===== config.mk =====
export PLATFORM = sky130hd
export DESIGN_NAME = dac_axis_buffer
export DESIGN_NICKNAME = d
export VERILOG_FILES = /design/src/rtl/dac_axis_buffer.sv
export SDC_FILE = /design/constraint.sdc
export NUM_CORES = 2
export LEC_CHECK = 0
export ABC_AREA = 1
export BUFFER_PORTS_ARGS = -buffer_cell sky130_fd_sc_hd__buf_2
export CAP_MARGIN = 20
export CORE_MARGIN = 2
export CORE_UTILIZATION = 60
export CTS_BUF_LIST = sky130_fd_sc_hd__clkbuf_8 sky130_fd_sc_hd__clkbuf_16
export DETAILED_ROUTE_END_ITERATION = 8
export PLACE_DENSITY_LB_ADDON = 0.2
export SETUP_SLACK_MARGIN = 0.5
export SKIP_LAST_GASP = 1
export SLEW_MARGIN = 40
export SYNTH_ARGS = -nofsm -noshare
export SYNTH_HDL_FRONTEND = slang
export SYNTH_SLANG_ARGS = --single-unit

===== constraint.sdc =====
create_clock -name m00_axis_aclk -period 18.1 [get_ports m00_axis_aclk]
set_input_delay 3.62 -clock m00_axis_aclk [delete_from_list [all_inputs] [get_ports m00_axis_aclk]]
set_output_delay 3.62 -clock m00_axis_aclk [all_outputs]
set_load 0.02 [all_outputs]

===== src/rtl/dac_axis_buffer.sv =====
// Show-ahead sample FIFO between a DDS source and the RFDC DAC AXI-Stream port.
// Output streams once PRIME_LEVEL words are buffered and re-primes on the first starved beat.
module dac_axis_buffer #(
  parameter int AXIS_DATA_WIDTH = 256,
  parameter int FIFO_DEPTH      = 8,
  parameter int PRIME_LEVEL     = 4,
  parameter int COUNT_WIDTH     = 16
) (
  input  logic                         m00_axis_aclk,
  input  logic                         m00_axis_aresetn,
  input  logic [AXIS_DATA_WIDTH-1:0]   s_axis_tdata,
  input  logic                         s_axis_tvalid,
  input  logic                         flush,
  input  logic                         mute,
  input  logic                         clear_counts,
  output logic [AXIS_DATA_WIDTH-1:0]   m00_axis_tdata,
  output logic                         m00_axis_tvalid,
  input  logic                         m00_axis_tready,
  output logic [$clog2(FIFO_DEPTH):0]  fifo_level,
  output logic [COUNT_WIDTH-1:0]       underflow_count,
  output logic [COUNT_WIDTH-1:0]       overflow_count,
  output logic                         streaming
);

  localparam int PTR_W = $clog2(FIFO_DEPTH);
  localparam int LVL_W = PTR_W + 1;

  typedef enum logic {PRIME, STREAM} state_t;

  state_t                     state;
  logic [AXIS_DATA_WIDTH-1:0] mem [FIFO_DEPTH];
  logic [PTR_W-1:0]           rd_ptr;
  logic [PTR_W-1:0]           wr_ptr;
  logic                       full;
  logic                       empty;
  logic                       pop;
  logic                       push;
  logic                       underflow;
  logic                       overflow;

  assign full      = (fifo_level == LVL_W'(FIFO_DEPTH));
  assign empty     = (fifo_level == '0);
  assign pop       = (state == STREAM) && m00_axis_tready && !empty;
  assign underflow = (state == STREAM) && m00_axis_tready && empty;
  // A pop in the same cycle frees the slot, so a full FIFO still accepts the push.
  assign push      = s_axis_tvalid && !flush && (!full || pop);
  assign overflow  = s_axis_tvalid && !flush && full && !pop;

  // Head word is presented straight from storage so the first beat has no extra latency.
  assign m00_axis_tdata = ((state == STREAM) && !mute && !empty) ? mem[rd_ptr] : '0;

  // NOTE: sample storage has no reset; stale words are unreachable once the pointers clear.
  always_ff @(posedge m00_axis_aclk) begin
    if (push) begin
      mem[wr_ptr] <= s_axis_tdata;
    end
  end

  // NOTE: all state updates use non-blocking assignments so every register sees pre-edge values.
  always_ff @(posedge m00_axis_aclk) begin
    if (!m00_axis_aresetn || flush) begin
      state           <= PRIME;
      streaming       <= 1'b0;
      m00_axis_tvalid <= 1'b0;
      rd_ptr          <= '0;
      wr_ptr          <= '0;
      fifo_level      <= '0;
    end else begin
      if (push) begin
        wr_ptr <= wr_ptr + PTR_W'(1);
      end
      if (pop) begin
        rd_ptr <= rd_ptr + PTR_W'(1);
      end
      if (push && !pop) begin
        fifo_level <= fifo_level + LVL_W'(1);
      end else if (pop && !push) begin
        fifo_level <= fifo_level - LVL_W'(1);
      end

      case (state)
        PRIME: begin
          if (fifo_level >= LVL_W'(PRIME_LEVEL)) begin
            state           <= STREAM;
            streaming       <= 1'b1;
            m00_axis_tvalid <= 1'b1;
          end
        end
        STREAM: begin
          if (underflow) begin
            state           <= PRIME;
            streaming       <= 1'b0;
            m00_axis_tvalid <= 1'b0;
          end
        end
        default: begin
          state           <= PRIME;
          streaming       <= 1'b0;
          m00_axis_tvalid <= 1'b0;
        end
      endcase
    end
  end

  // Error counters survive a flush; clear beats any coincident event.
  always_ff @(posedge m00_axis_aclk) begin
    if (!m00_axis_aresetn || clear_counts) begin
      underflow_count <= '0;
      overflow_count  <= '0;
    end else begin
      if (underflow && (underflow_count != '1)) begin
        underflow_count <= underflow_count + COUNT_WIDTH'(1);
      end
      if (overflow && (overflow_count != '1)) begin
        overflow_count <= overflow_count + COUNT_WIDTH'(1);
      end
    end
  end

endmodule


Word-level counts from Yosys, hierarchy flattened:

Memory sizes are Yosys's and may differ from the RTL's. A register that Yosys moved wholly into a read port is not among the register bits.
Index checks and enable logic that the tools add are counted.

* register bits: 44
* latch bits: 0
* memory bits (writable): 2048
* ROM bits: 0
* bits of input ports: 263
* output and inout bits: 294
* word-level logic and storage cells: 60
* memories kept: 1

Memories
* mem: words 8, bits a word 256, rd ports 1, clocked after memory_dff 1, wr ports 1, RTL line 31 `logic [AXIS_DATA_WIDTH-1:0] mem [FIFO_DEPTH];`

* $add $sub $neg: 6
* $mul: 0
* div/mod/pow operators: 0
* $lt $le $gt $ge: 1
* equal/unequal tests: 5
* shifts and indexed selects: 0
* muxes and demuxes: 13
* bitwise operators: 1
* reductions and logical operators: 26

Operators by type and width (count)
* $mux 256: 1
* $add 16x1->16 const B: 2
* $ne 16x16->1 const B: 2
* $logic_and 1x1->1: 13
* $mux 4: 2
* $logic_not 1->1: 7
* $add 3x1->3 const B: 2
* $mux 1: 6
* $mux 3: 2
* $add 4x1->4 const B: 1
* $eq 4x4->1 const B: 1
* $ge 4x3->1 const B: 1
* $logic_not 4->1: 1
* $pmux 1 s2: 2
* $sub 4x1->4 const B: 1
* $logic_or 1x1->1: 3
* $ne 2x1->1 const B: 1
* $ne 2x2->1 const B: 1
* $reduce_and 2->1: 1
* $reduce_bool 2->1: 1
* $not 1->1: 1

Depth between registers and ports, before layout:

* word-level depth: 9
* gate-level depth with buffers: 14
* depth with buffers taken out: 14

Worst setup path before layout:

Ideal clock, no wire load.

* path type: input to register
* start: input s_axis_tvalid
* end: memory mem[0][0], enable pin
* library setup time: 0.878 ns
* data arrival time: 14.727 ns
* data required time: 17.222 ns
* path slack: 2.495 ns
* stages: 6
* path buffers: 0
* cell sequence: inv_1 -> nor2_1 -> nand2_1 -> inv_1 -> nand2_1 -> nor2_1

* longest elaborated chain between the ends: 4

RTL lines
* start: declaration: RTL line 12 `input logic s_axis_tvalid,`
* $logic_and 1x1->1 (2 in series): RTL line 46 `assign push = s_axis_tvalid && !flush && (!full || pop);`
* named net push: RTL line 37 `logic push;`
* $mux 1: RTL line 54 `if (push) begin`
* $mux 1 (implied by the code): RTL line 55 `mem[wr_ptr] <= s_axis_tdata;`
* end: declaration: RTL line 31

The timed path passes the listed nets, and every way through them passes these cells.

Worst setup path in the final report:

* start: input mute
* end: output m00_axis_tdata[226]

* longest elaborated chain between the ends: 4

RTL lines
* start: declaration: RTL line 14 `input logic mute,`
* $logic_not 1->1: RTL line 50 `assign m00_axis_tdata = ((state == STREAM) && !mute && !empty) ? mem[rd_ptr] : '0;`
* $logic_and 1x1->1 (2 in series): RTL line 50
* $mux 256: RTL line 50
* end: declaration: RTL line 16 `output logic [AXIS_DATA_WIDTH-1:0] m00_axis_tdata,`

No other way between the ends.

==> flow_metrics.tcl <==
set metrics [dict create \
    hold_viol 0 \
    cts_max_level 4 \
    synthTopCellsByCount "nor2_1 (2,155), edfxtp_1 (2,048), o21ai_0 (812)" \
    timing.final.crit_share_pct 52.8 \
    holdPathStages 2 \
    grt_pass1_vias 51324 \
    rrSetupSlack_ns 13.90 \
    holdWs_ns 0.491 \
    synth_cell_types 30 \
    synth-edff-count 2048 \
    die-area_um2 141000 \
    synth_fa_ha_area_share_pct 0.130 \
    drive_gt1_share_pct 12.9 \
    dp_cells 8733 \
    fin_ws_ns 8.55 \
    place.gp.congestion 0.883 \
    netlist_area_um2 82700 \
    synth_top_family_by_area "simple AND/OR/NAND/NOR gates" \
    grt_pass1_wl_um 312000 \
    synthMuxAreaShare_pct 0 \
    synth_ff_type "edfxtp_1" \
    clk_pin_slew_worst_paths_ns 0.06 \
    vias_per_cell 5.97 \
    dpl.hpwl_um 118000 \
    synth_xor_area_share_pct 0.0742 \
    finalMaxSlewViolations 0 \
    synth-warning-count 0 \
    clock_skew_ns 0.0316 \
    drc 0 \
    synthSimpleGateAreaFrac_pct 13.3 \
    max_slew_margin_pct 35.2 \
    coreArea_um2 137000 \
    hp-class "flop to flop" \
    post_cts_resize_count 0 \
    r2r_end "mem[6][237]" \
    powerDensity_nw_per_um2 103 \
    end_kind "output pin" \
    numCtsBuffers 201 \
    yosys_register_bits 2095 \
    crit_fanout 131 \
    period_minus_slack_ns 9.55 \
    grt_max_degree 240 \
    drt_iter0_drc 6897 \
    synth_compound_area_share_pct 8.39 \
    r2r_cells 9 \
    fin_cells 9167 \
    ir_drop_uv 91.5 \
    cts-root-buf "clkbuf_16" \
    initial_core_util_pct 60.3 \
    avgSynthCellArea_um2 12.3 \
    syn_inst 6735 \
    ant_nets 0 \
    grt_usage_pct 29.3 \
    firstDrtPassIters 6 \
    timing.fmax_mhz 105 \
    num_io_pins 557 \
    synth_top_cell_by_area "edfxtp_1" \
    rsz0062_at_grt "no" \
    std_cell_rows 136 \
    antenna_found_initial 68 \
    layout-area-overhead-vs-synth_pct 13.3 \
    finalNetCount 7419 \
    crit_path_start_kind "primary input" \
    hold_buffers 0 \
    tns_ns 0 \
    run_status "completed" \
    finalSetupViolations 0 \
    synth_top_area_share_pct 74.4 \
    worst-setup-path-type "primary input to output pin" \
    synth.net_count 7006 \
    clkLatencyLatePin_ns 0.82 \
    worst_slew_pin_slew_ns 0.973 \
    drt_wl_total_um 209000 \
    cts_setup_buffers 0 \
    clock-sinks 2095 \
    io_buffer_count 556 \
    reg2reg_from "fifo_level[0]" \
    synth_area_leaders "edfxtp_1 (74%), nor2_1 (9.8%), o21ai_0 (4.9%)" \
    num_vias 54696 \
    synth.most_common_cell "nor2_1" \
    crit_required_ns 14.48 \
    die_w_um 375 \
    ys_seq_area_share_pct 75.5 \
    maxCapViolations 0 \
    drt-wirelength-per-cell_um 22.8 \
    cts_tree "done" \
    worstHoldStart "wr_ptr[0]" \
    overflow 0 \
    synthArstFlopShare_pct 0 \
    max-clock-path-buffers 3 \
    worstPathArrival_ns 5.93 \
    pre_cts_ws_ns 8.71 \
    p_leak_nw 31.9 \
    fp.dieH_um 375 \
    whs_endpoint "wr_ptr[0]" \
]
==> cell usage in the layout (no fill, tap or decap), types with 2 or more instances in the layout <==
master,n
nand3_1,278
clkbuf_8,2
nand2_1,368
dfxtp_4,3
buf_12,13
clkinv_4,2
bufinv_16,15
clkinv_2,44
clkinv_1,48
o21ai_0,812
nor2_2,2
buf_2,556
diode_2,50
clkinv_16,3
buf_6,33
nor3_1,4
buf_16,14
inv_6,5
nor2_4,9
edfxtp_1,2048
nor2_1,2147
inv_16,3
xor2_1,5
a21oi_1,23
buf_8,2
a31oi_1,256
clkinvlp_4,5
ha_1,7
buf_4,22
inv_1,95
dfxtp_1,44
clkbuf_16,205
nand3b_1,2
xnor2_1,2
o21ai_1,229
nand4_1,10
==> flip-flops by register name, indices dropped and copies added (netlist names), named ones only <==
signal	flops
state	1
wr_ptr	3
underflow_count	16
fifo_level	4
overflow_count	16
mem	2048
streaming	1
rd_ptr	3
==> cell families after synthesis <==
logic type / after synthesis
AO/OA/AOI/OAI: 1321
XOR/XNOR: 7
adder cells (fa/ha/maj): 8
buffers and inverters: 482
flip-flops: 2095
AND/OR/NAND/NOR: 2822
==> cell type report <==
cell class              instances  area (µm²)
well taps                    1794        2240
flip-flops and latches       2095       62500
diodes                         50         125
clock inverters               172        1270
repair buffers                641        4010
multi-input cells            4158       18200
clock buffers                 206        5140
inverters                      51         228
fillers                      9557       43500
==> where the power goes <==
| group | switching (mW) | internal [mW] | leakage (nW) |
|---|---|---|---|
| sequential | 0.00996 | 5.37 | 18.9 |
| clock | 1.77 | 2.27 | 3.34 |
| combinational | 0.142 | 0.0462 | 9.66 |
==> how the worst max path moves through the flow <==
stage,from,endpoint,slack (ns),depth (start not counted)
after floorplan,s_axis_tvalid,mem[0][0],2.50,6
after global placement,mute,m00_axis_tdata[225],8.86,7
after detailed placement,mute,m00_axis_tdata[153],8.71,7
after CTS,mute,m00_axis_tdata[153],8.70,7
after global routing,mute,m00_axis_tdata[232],8.52,8
final,mute,m00_axis_tdata[226],8.55,8
==> through the flow <==
step / area [µm²] / util, % / power (mW)
finish: 93600 / 68.3 / 9.61
global route: 93600 / 68.2 / 9.86
CTS: 93300 / 68.0 / 9.65
detailed placement: 86900 / 63.4 / 5.66
global placement: 86500 / 63.1 / 5.65
floorplan: 82700 / - / 5.56
==> routing by layer <==
| metal | global-route usage [%] | routed length, µm |
|---|---|---|
| met3 | 7.42 | 22600 |
| met2 | 44.2 | 96700 |
| met4 | 12.8 | 8180 |
| met1 | 40.7 | 81000 |
| met5 | 0 | 345 |
==> critical path, stage by stage <==
cell     delay [ns]
buf_2          0.12
nor2_4         0.09
buf_4          0.65
buf_12         0.27
buf_16         0.33
nand2_1        0.14
a31oi_1        0.19
buf_2          0.19
No activity file was read; power rests on OpenSTA's default activity.
